$ cat src/rtl/quad_pkg.sv
// Shared types and helpers for the quadrature decoder.
//   phase_t    : decoder FSM state, named after the accepted {B,A} level
//   phase_of   : maps a {B,A} level onto its phase state
//   phase_idx  : position of a phase along the up sequence 00->01->11->10
package quad_pkg;

  localparam int SYNC_STAGES_DEF = 2;
  localparam int FILT_DEF        = 2;

  typedef enum logic [2:0] {
    PH_INIT,
    PH_00,
    PH_01,
    PH_11,
    PH_10
  } phase_t;

  function automatic phase_t phase_of(input logic [1:0] ba);
    phase_t p;
    case (ba)
      2'b00:   p = PH_00;
      2'b01:   p = PH_01;
      2'b11:   p = PH_11;
      default: p = PH_10;
    endcase
    return p;
  endfunction

  // Index along the up sequence. Subtracting two indices modulo 4 yields
  // 1 for a forward quarter-step, 3 for a reverse one and 2 for a jump.
  function automatic logic [1:0] phase_idx(input phase_t p);
    logic [1:0] idx;
    case (p)
      PH_01:   idx = 2'd1;
      PH_11:   idx = 2'd2;
      PH_10:   idx = 2'd3;
      default: idx = 2'd0;
    endcase
    return idx;
  endfunction

endpackage

$ cat src/rtl/quad_in_filter.sv
// Input conditioning for the two encoder phases.
// Each bit passes through a SYNC_STAGES-deep synchroniser; the synchronised
// {B,A} pair is accepted only once it has been seen FILT consecutive cycles.
//   clk, rst_n : clock, asynchronous active-low reset
//   raw_i      : raw {B,A} from the pins (asynchronous)
//   val_o      : synchronised {B,A}; meaningful while new_val_o is high
//   new_val_o  : one-cycle strobe when a new stable level is accepted
//                (the first acceptance after reset always strobes)
module quad_in_filter
  import quad_pkg::*;
#(
  parameter int SYNC_STAGES = SYNC_STAGES_DEF,
  parameter int FILT        = FILT_DEF
) (
  input  logic       clk,
  input  logic       rst_n,
  input  logic [1:0] raw_i,
  output logic [1:0] val_o,
  output logic       new_val_o
);

  localparam int CNT_W = $clog2(FILT + 1);

  logic [1:0]             sync_q [SYNC_STAGES];
  logic [SYNC_STAGES-1:0] prime_q;
  logic [1:0]             cand_q;
  logic [CNT_W-1:0]       cnt_q;
  logic [CNT_W-1:0]       cnt_d;
  logic [1:0]             acc_q;
  logic                   acc_vld_q;
  logic [1:0]             samp;
  logic                   ready;
  logic                   accept;

  assign samp  = sync_q[SYNC_STAGES-1];
  // The synchroniser holds reset zeros until real samples have shifted all
  // the way through; counting those would accept a level that never existed
  // on the pins and could fake an illegal jump after reset.
  assign ready = prime_q[SYNC_STAGES-1];

  always_comb begin
    cnt_d  = '0;
    accept = 1'b0;
    if (ready) begin
      if (samp == cand_q) begin
        cnt_d = (cnt_q < CNT_W'(FILT)) ? cnt_q + 1'b1 : cnt_q;
      end else begin
        cnt_d = CNT_W'(1);
      end
      accept = (cnt_d >= CNT_W'(FILT)) && (!acc_vld_q || (samp != acc_q));
    end
  end

  always_ff @(posedge clk or negedge rst_n) begin
    if (!rst_n) begin
      for (int i = 0; i < SYNC_STAGES; i++) begin
        sync_q[i] <= 2'b00;
      end
      prime_q   <= '0;
      cand_q    <= 2'b00;
      cnt_q     <= '0;
      acc_q     <= 2'b00;
      acc_vld_q <= 1'b0;
    end else begin
      sync_q[0] <= raw_i;
      for (int i = 1; i < SYNC_STAGES; i++) begin
        sync_q[i] <= sync_q[i-1];
      end
      prime_q <= {prime_q[SYNC_STAGES-2:0], 1'b1};
      cand_q  <= samp;
      cnt_q   <= cnt_d;
      if (accept) begin
        acc_q     <= samp;
        acc_vld_q <= 1'b1;
      end
    end
  end

  assign val_o     = samp;
  assign new_val_o = accept;

endmodule

$ cat src/rtl/quad_decoder.sv
// Quadrature decoder with wrapping position counter.
//   clk, rst_n : clock, asynchronous active-low reset
//   a_in, b_in : encoder phases (asynchronous to clk)
//   en         : count enable (phase tracking continues when low)
//   clr        : synchronous clear of pos, wins over a coincident step
//   err_clr    : synchronous clear of err, loses to a coincident error
//   pos        : position, modulo 2^WIDTH
//   dir        : direction of the last accepted quarter-step (1 = up)
//   step       : one-cycle pulse per counted quarter-step
//   wrap       : one-cycle pulse when pos wraps
//   err        : sticky flag for two-bit (illegal) transitions
module quad_decoder
  import quad_pkg::*;
#(
  parameter int WIDTH       = 8,
  parameter int SYNC_STAGES = SYNC_STAGES_DEF,
  parameter int FILT        = FILT_DEF
) (
  input  logic             clk,
  input  logic             rst_n,
  input  logic             a_in,
  input  logic             b_in,
  input  logic             en,
  input  logic             clr,
  input  logic             err_clr,
  output logic [WIDTH-1:0] pos,
  output logic             dir,
  output logic             step,
  output logic             wrap,
  output logic             err
);

  logic [1:0]       flt_val;
  logic             flt_new;

  phase_t           state_q, state_d;
  logic [WIDTH-1:0] pos_q, pos_d;
  logic             dir_q, dir_d;
  logic             step_q, step_d;
  logic             wrap_q, wrap_d;
  logic             err_q, err_d;

  phase_t           new_ph;
  logic [1:0]       delta;

  quad_in_filter #(
    .SYNC_STAGES (SYNC_STAGES),
    .FILT        (FILT)
  ) u_filter (
    .clk       (clk),
    .rst_n     (rst_n),
    .raw_i     ({b_in, a_in}),
    .val_o     (flt_val),
    .new_val_o (flt_new)
  );

  assign new_ph = phase_of(flt_val);
  assign delta  = phase_idx(new_ph) - phase_idx(state_q);

  always_comb begin
    state_d = state_q;
    pos_d   = pos_q;
    dir_d   = dir_q;
    step_d  = 1'b0;
    wrap_d  = 1'b0;
    err_d   = err_q && !err_clr;

    if (flt_new) begin
      state_d = new_ph;
      // From PH_INIT the first level only establishes the phase.
      if (state_q != PH_INIT) begin
        case (delta)
          2'd1: begin
            dir_d = 1'b1;
            if (en) begin
              step_d = 1'b1;
              wrap_d = (pos_q == '1);
              pos_d  = pos_q + 1'b1;
            end
          end
          2'd3: begin
            dir_d = 1'b0;
            if (en) begin
              step_d = 1'b1;
              wrap_d = (pos_q == '0);
              pos_d  = pos_q - 1'b1;
            end
          end
          2'd2: begin
            err_d = 1'b1;
          end
          default: begin
          end
        endcase
      end
    end

    // Clear overrides the count but the step itself is still reported.
    if (clr) begin
      pos_d  = '0;
      wrap_d = 1'b0;
    end
  end

  always_ff @(posedge clk or negedge rst_n) begin
    if (!rst_n) begin
      state_q <= PH_INIT;
      pos_q   <= '0;
      dir_q   <= 1'b0;
      step_q  <= 1'b0;
      wrap_q  <= 1'b0;
      err_q   <= 1'b0;
    end else begin
      state_q <= state_d;
      pos_q   <= pos_d;
      dir_q   <= dir_d;
      step_q  <= step_d;
      wrap_q  <= wrap_d;
      err_q   <= err_d;
    end
  end

  assign pos  = pos_q;
  assign dir  = dir_q;
  assign step = step_q;
  assign wrap = wrap_q;
  assign err  = err_q;

endmodule

$ cat config.mk
export PLATFORM = sky130hd
export DESIGN_NAME = quad_decoder
export DESIGN_NICKNAME = d
export VERILOG_FILES = /design/src/rtl/quad_pkg.sv /design/src/rtl/quad_in_filter.sv /design/src/rtl/quad_decoder.sv
export SDC_FILE = /design/constraint.sdc
export NUM_CORES = 1
export LEC_CHECK = 0
export CAP_MARGIN = 5
export CORE_MARGIN = 2
export CORE_UTILIZATION = 35
export DETAILED_ROUTE_END_ITERATION = 7
export HOLD_SLACK_MARGIN = 0.12
export PLACE_DENSITY = 0.6
export SLEW_MARGIN = 20
export SYNTH_ARGS = -nofsm -noshare
export SYNTH_HDL_FRONTEND = slang
export SYNTH_SLANG_ARGS = --single-unit
$ cat constraint.sdc
create_clock -name clk -period 3.5 [get_ports clk]
set_input_delay 0.525 -clock clk [delete_from_list [all_inputs] [get_ports clk]]
set_output_delay 0.525 -clock clk [all_outputs]
set_load 0.02 [all_outputs]
==> impl_summary.txt <==
----------------------------------------------------
[Timing]
  Final count of pins violating max slew ... 0
  Final critical path time including I/O delays and setup ... 3.41 ns
  Worst max-slew margin expressed relative to the limit ... 0.663
  Setup repair after global routing missed its margin ... yes
  Endpoints failing setup ... 0
  Maximum clock rate ... 294 MHz
  Portion of the clock cycle consumed by the worst path in the final layout ... 0.973
  Worst setup skew after layout ... 0.00475 ns
  Hold Violations, Final ... 0
  Hold Worst Slack ... 0.359 ns
  Slew of the pin with the lowest slew margin ... 0.505 ns

[Floorplanning]
  FP Rows ... 24
  Overall die height ... 72.1 µm
  Die Span X ... 72.1 µm
  Overall die area ... 5200 µm²
  Starting utilization of the core area ... 0.368
  Area of the core ... 4410 µm²
  Io pins ... 19

[Clock tree]
  Cts bufs inserted ... 3
  Clk pin slew, worst setup/hold paths ... 0.10 ns
  Clock tree sinks ... 28
  CTS max path bufs ... 2
  Htree depth ... 1
  Clock insertion delay at the later pin of the skew report ... 0.27 ns
  Clock tree from TritonCTS ... yes
  Total of hold buffers inserted after clock tree synthesis ... 0
  Root cell of the clock tree ... sky130_fd_sc_hd__clkbuf_8

[Cells and area]
  Area taken by flip-flops and latches ... 702 µm²
  Synth-to-Final Area Change ... 32.7%
  Number of inserted diodes ... 0
  Final Core Density ... 0.488
  FILL cells ... 409
  Footprint of the multi-input gates ... 977 µm²
  Number of nets at the end of the flow ... 218
  Share of post-route cells with drive strength above 1 ... 0.235

[Route]
  Via density per instance ... 5.37
  Number of violations reported at the end of detailed-routing iteration 0 ... 58
  Drt total wl ... 3730 µm
  Routed vias ... 1353
  Antenna Nets Post-Route ... 0
  Average detailed-routed wire length per instance ... 14.8 µm
  Router iterations before antenna repair ... 4
  Residual DRC ... 0

[Global routing]
  Largest net degree at the start of global routing ... 29
  Initial antenna violation count ... 0
  Global-route wire length before repair ... 6470 µm
  GRT Resource Usage Total ... 0.156
  Number of global-route vias before repair ... 1384
  Global route overflow ... 0

[Synthesis]
  Average instance area after synthesis ... 9.66 µm²
  Leading post-synthesis cells by instance count ... sky130_fd_sc_hd__dfrtp_1 (28), sky130_fd_sc_hd__nor2_1 (15), sky130_fd_sc_hd__a21oi_1 (12)
  Synth Warn # ... 0
  Netlist Area Pre-Place ... 1620 µm²
  Most frequently used flop master after synthesis ... sky130_fd_sc_hd__dfrtp_1
  Fraction of synthesized cell area taken by the top area cell type ... 0.432
  Synth Instances ... 168
  Synth top area cells ... sky130_fd_sc_hd__dfrtp_1 (43%), sky130_fd_sc_hd__ha_1 (7.7%), sky130_fd_sc_hd__xnor2_1 (4.3%)
  Number of synthesized flops with an enable pin ... 0
  Fraction of the yosys area taken by sequential cells ... 0.432
  Synth unique cells ... 46
  Library cell with the highest instance count after synthesis ... sky130_fd_sc_hd__dfrtp_1
  Proportion of register bits with asynchronous set or reset after synthesis ... 1.00
  Post-Syn Nets ... 185
  Cell type with the highest aggregate area in the netlist ... sky130_fd_sc_hd__dfrtp_1
  Synth Register Bits ... 28

[Critical path]
  Startpoint Class ... flip-flop
  Type of the worst setup path ... flip-flop to flip-flop
  Crit path max fanout ... 6
  Worst EP arrival ... 3.57 ns
  Kind of end point of the critical path ... flip-flop
  Worst EP required ... 3.66 ns
  R2r setup slk ... 0.09 ns

[Pwr]
  Power density over the cells ... 567 nW/µm²
  Power consumption ... 1.22 mW
  Maximum vdd ir drop ... 0.279 mV
  LEAKAGE ... 0.935 nW

[Run status]
  Run status ... completed

[Run]
  Max-capacitance violation count ... 0

[Placement]
  Post-detailed-placement half-perimeter wirelength ... 2720 µm
  Routability-driven placement congestion ratio ... 0.913
  Number of port buffers ... 18

[Min path]
  Path class of the lowest-slack min-delay path ... flip-flop to flip-flop

----------------------------------------------------
[power breakdown]
group,internal (mW),total [mW],switching (mW)
Sequential,0.361,0.399,0.0380
Combinational,0.284,0.569,0.285
Clock,0.153,0.253,0.100
[cells in the final DEF (no fill, tap or decap), types with 3 or more instances in the layout]
cell type / netlist / final
sky130_fd_sc_hd__ha_1: 10 / 5
sky130_fd_sc_hd__nand2b_1: 3 / 3
sky130_fd_sc_hd__o21ai_0: 6 / 6
sky130_fd_sc_hd__buf_4: 0 / 16
sky130_fd_sc_hd__xnor2_1: 8 / 8
sky130_fd_sc_hd__nor2_1: 15 / 15
sky130_fd_sc_hd__nand3_1: 4 / 4
sky130_fd_sc_hd__a21oi_1: 12 / 12
sky130_fd_sc_hd__dfrtp_1: 28 / 27
sky130_fd_sc_hd__ha_2: 0 / 3
sky130_fd_sc_hd__or3_1: 4 / 3
sky130_fd_sc_hd__clkbuf_8: 0 / 3
sky130_fd_sc_hd__inv_1: 10 / 8
sky130_fd_sc_hd__nand3b_1: 3 / 3
sky130_fd_sc_hd__nor3_1: 6 / 6
sky130_fd_sc_hd__nand2_1: 8 / 8
sky130_fd_sc_hd__clkdlybuf4s50_1: 0 / 18
sky130_fd_sc_hd__mux2_2: 4 / 3
sky130_fd_sc_hd__a21o_1: 3 / 3
[final cells by class]
class	count	area share
multi-input cells	124	0.454
flip-flops and latches	28	0.326
well taps	52	0.0302
clock buffers	3	0.0192
repair buffers	34	0.139
clock inverters	1	0.0139
inverters	10	0.0174
[flip-flops by register name, summed over array words and instances, names as in the netlist, 2 cells and up]
| register | count |
|---|---|
| u_filter.acc_q | 2 |
| u_filter.prime_q | 2 |
| u_filter.cand_q | 2 |
| u_filter.cnt_q | 2 |
| state_q | 3 |
| pos | 8 |
| u_filter.val_o | 2 |
| u_filter.sync_q | 2 |
[worst paths after layout]
| kind | startpoint | to | depth (start not counted) |
|---|---|---|---|
| max in group asynchronous | rst_n | u_filter.val_o[0]$_DFF_PN0_ | 2 |
| worst max-delay path | u_filter.val_o[1]$_DFF_PN0_ | pos[7]$_DFFE_PN0P_ | 14 |
| min in group asynchronous | rst_n | state_q[2]$_DFFE_PN0P_ | 2 |
| worst min register to register | u_filter.prime_q[0]$_DFF_PN0_ | u_filter.prime_q[1]$_DFF_PN0_ | 0 |
| worst min-delay path | u_filter.prime_q[0]$_DFF_PN0_ | u_filter.prime_q[1]$_DFF_PN0_ | 0 |
| worst max register to register | u_filter.val_o[1]$_DFF_PN0_ | pos[7]$_DFFE_PN0P_ | 14 |
[routing by layer]
layer | track usage | up-vias | wire [µm]
met5 | 0 | - | 0
met4 | 0.0356 | 0 | 22
met3 | 0.0250 | 4 | 115
met2 | 0.260 | 21 | 1830
met1 | 0.213 | 660 | 1760
li1 | - | 668 | -
[worst max-delay path, cell delays in order, from the launching register on]
cell	delay [ns]
sky130_fd_sc_hd__dfrtp_1	0.41
sky130_fd_sc_hd__inv_2	0.08
sky130_fd_sc_hd__ha_4	0.28
sky130_fd_sc_hd__inv_1	0.04
sky130_fd_sc_hd__ha_2	0.19
sky130_fd_sc_hd__or3_4	0.38
sky130_fd_sc_hd__a211o_4	0.37
sky130_fd_sc_hd__nand2_8	0.09
sky130_fd_sc_hd__ha_4	0.20
sky130_fd_sc_hd__a21o_1	0.15
sky130_fd_sc_hd__a21o_1	0.19
sky130_fd_sc_hd__or2_2	0.31
sky130_fd_sc_hd__a2111oi_4	0.25
sky130_fd_sc_hd__nor4_4	0.08
sky130_fd_sc_hd__mux2_2	0.28
[what timing repair did]
item,4_1_cts,5_1_grt
pin swaps,0,6
gates resized for setup,1,9
setup buffers,0,2
endpoints found under the setup margin,2,2
[logic make-up after synthesis]
family,count (synthesis),synth area share
XOR/XNOR,9,0.0486
other,1,0.00231
adder cells (fa/ha/maj),10,0.0771
AND/OR/NAND/NOR,58,0.191
AO/OA/AOI/OAI,41,0.177
flip-flops,28,0.432
buffers and inverters,16,0.0386
multiplexers,5,0.0339
[through the flow]
| stage | cell area [µm²] | setup WS, ns | std cells | TNS, ns |
|---|---|---|---|---|
| after global routing | 2150 | -0.0435 | 252 | -0.0645 |
| after CTS | 2090 | 0.0308 | 250 | 0 |
| final | 2150 | 0.0932 | 252 | 0 |
| after global placement | 2010 | 0.0514 | 246 | 0 |
| after detailed placement | 2010 | -0.0368 | 246 | -0.0368 |
| after floorplan | 1690 | 0.0260 | 168 | 0 |
Note: power is estimated with default switching activity, not from simulation.
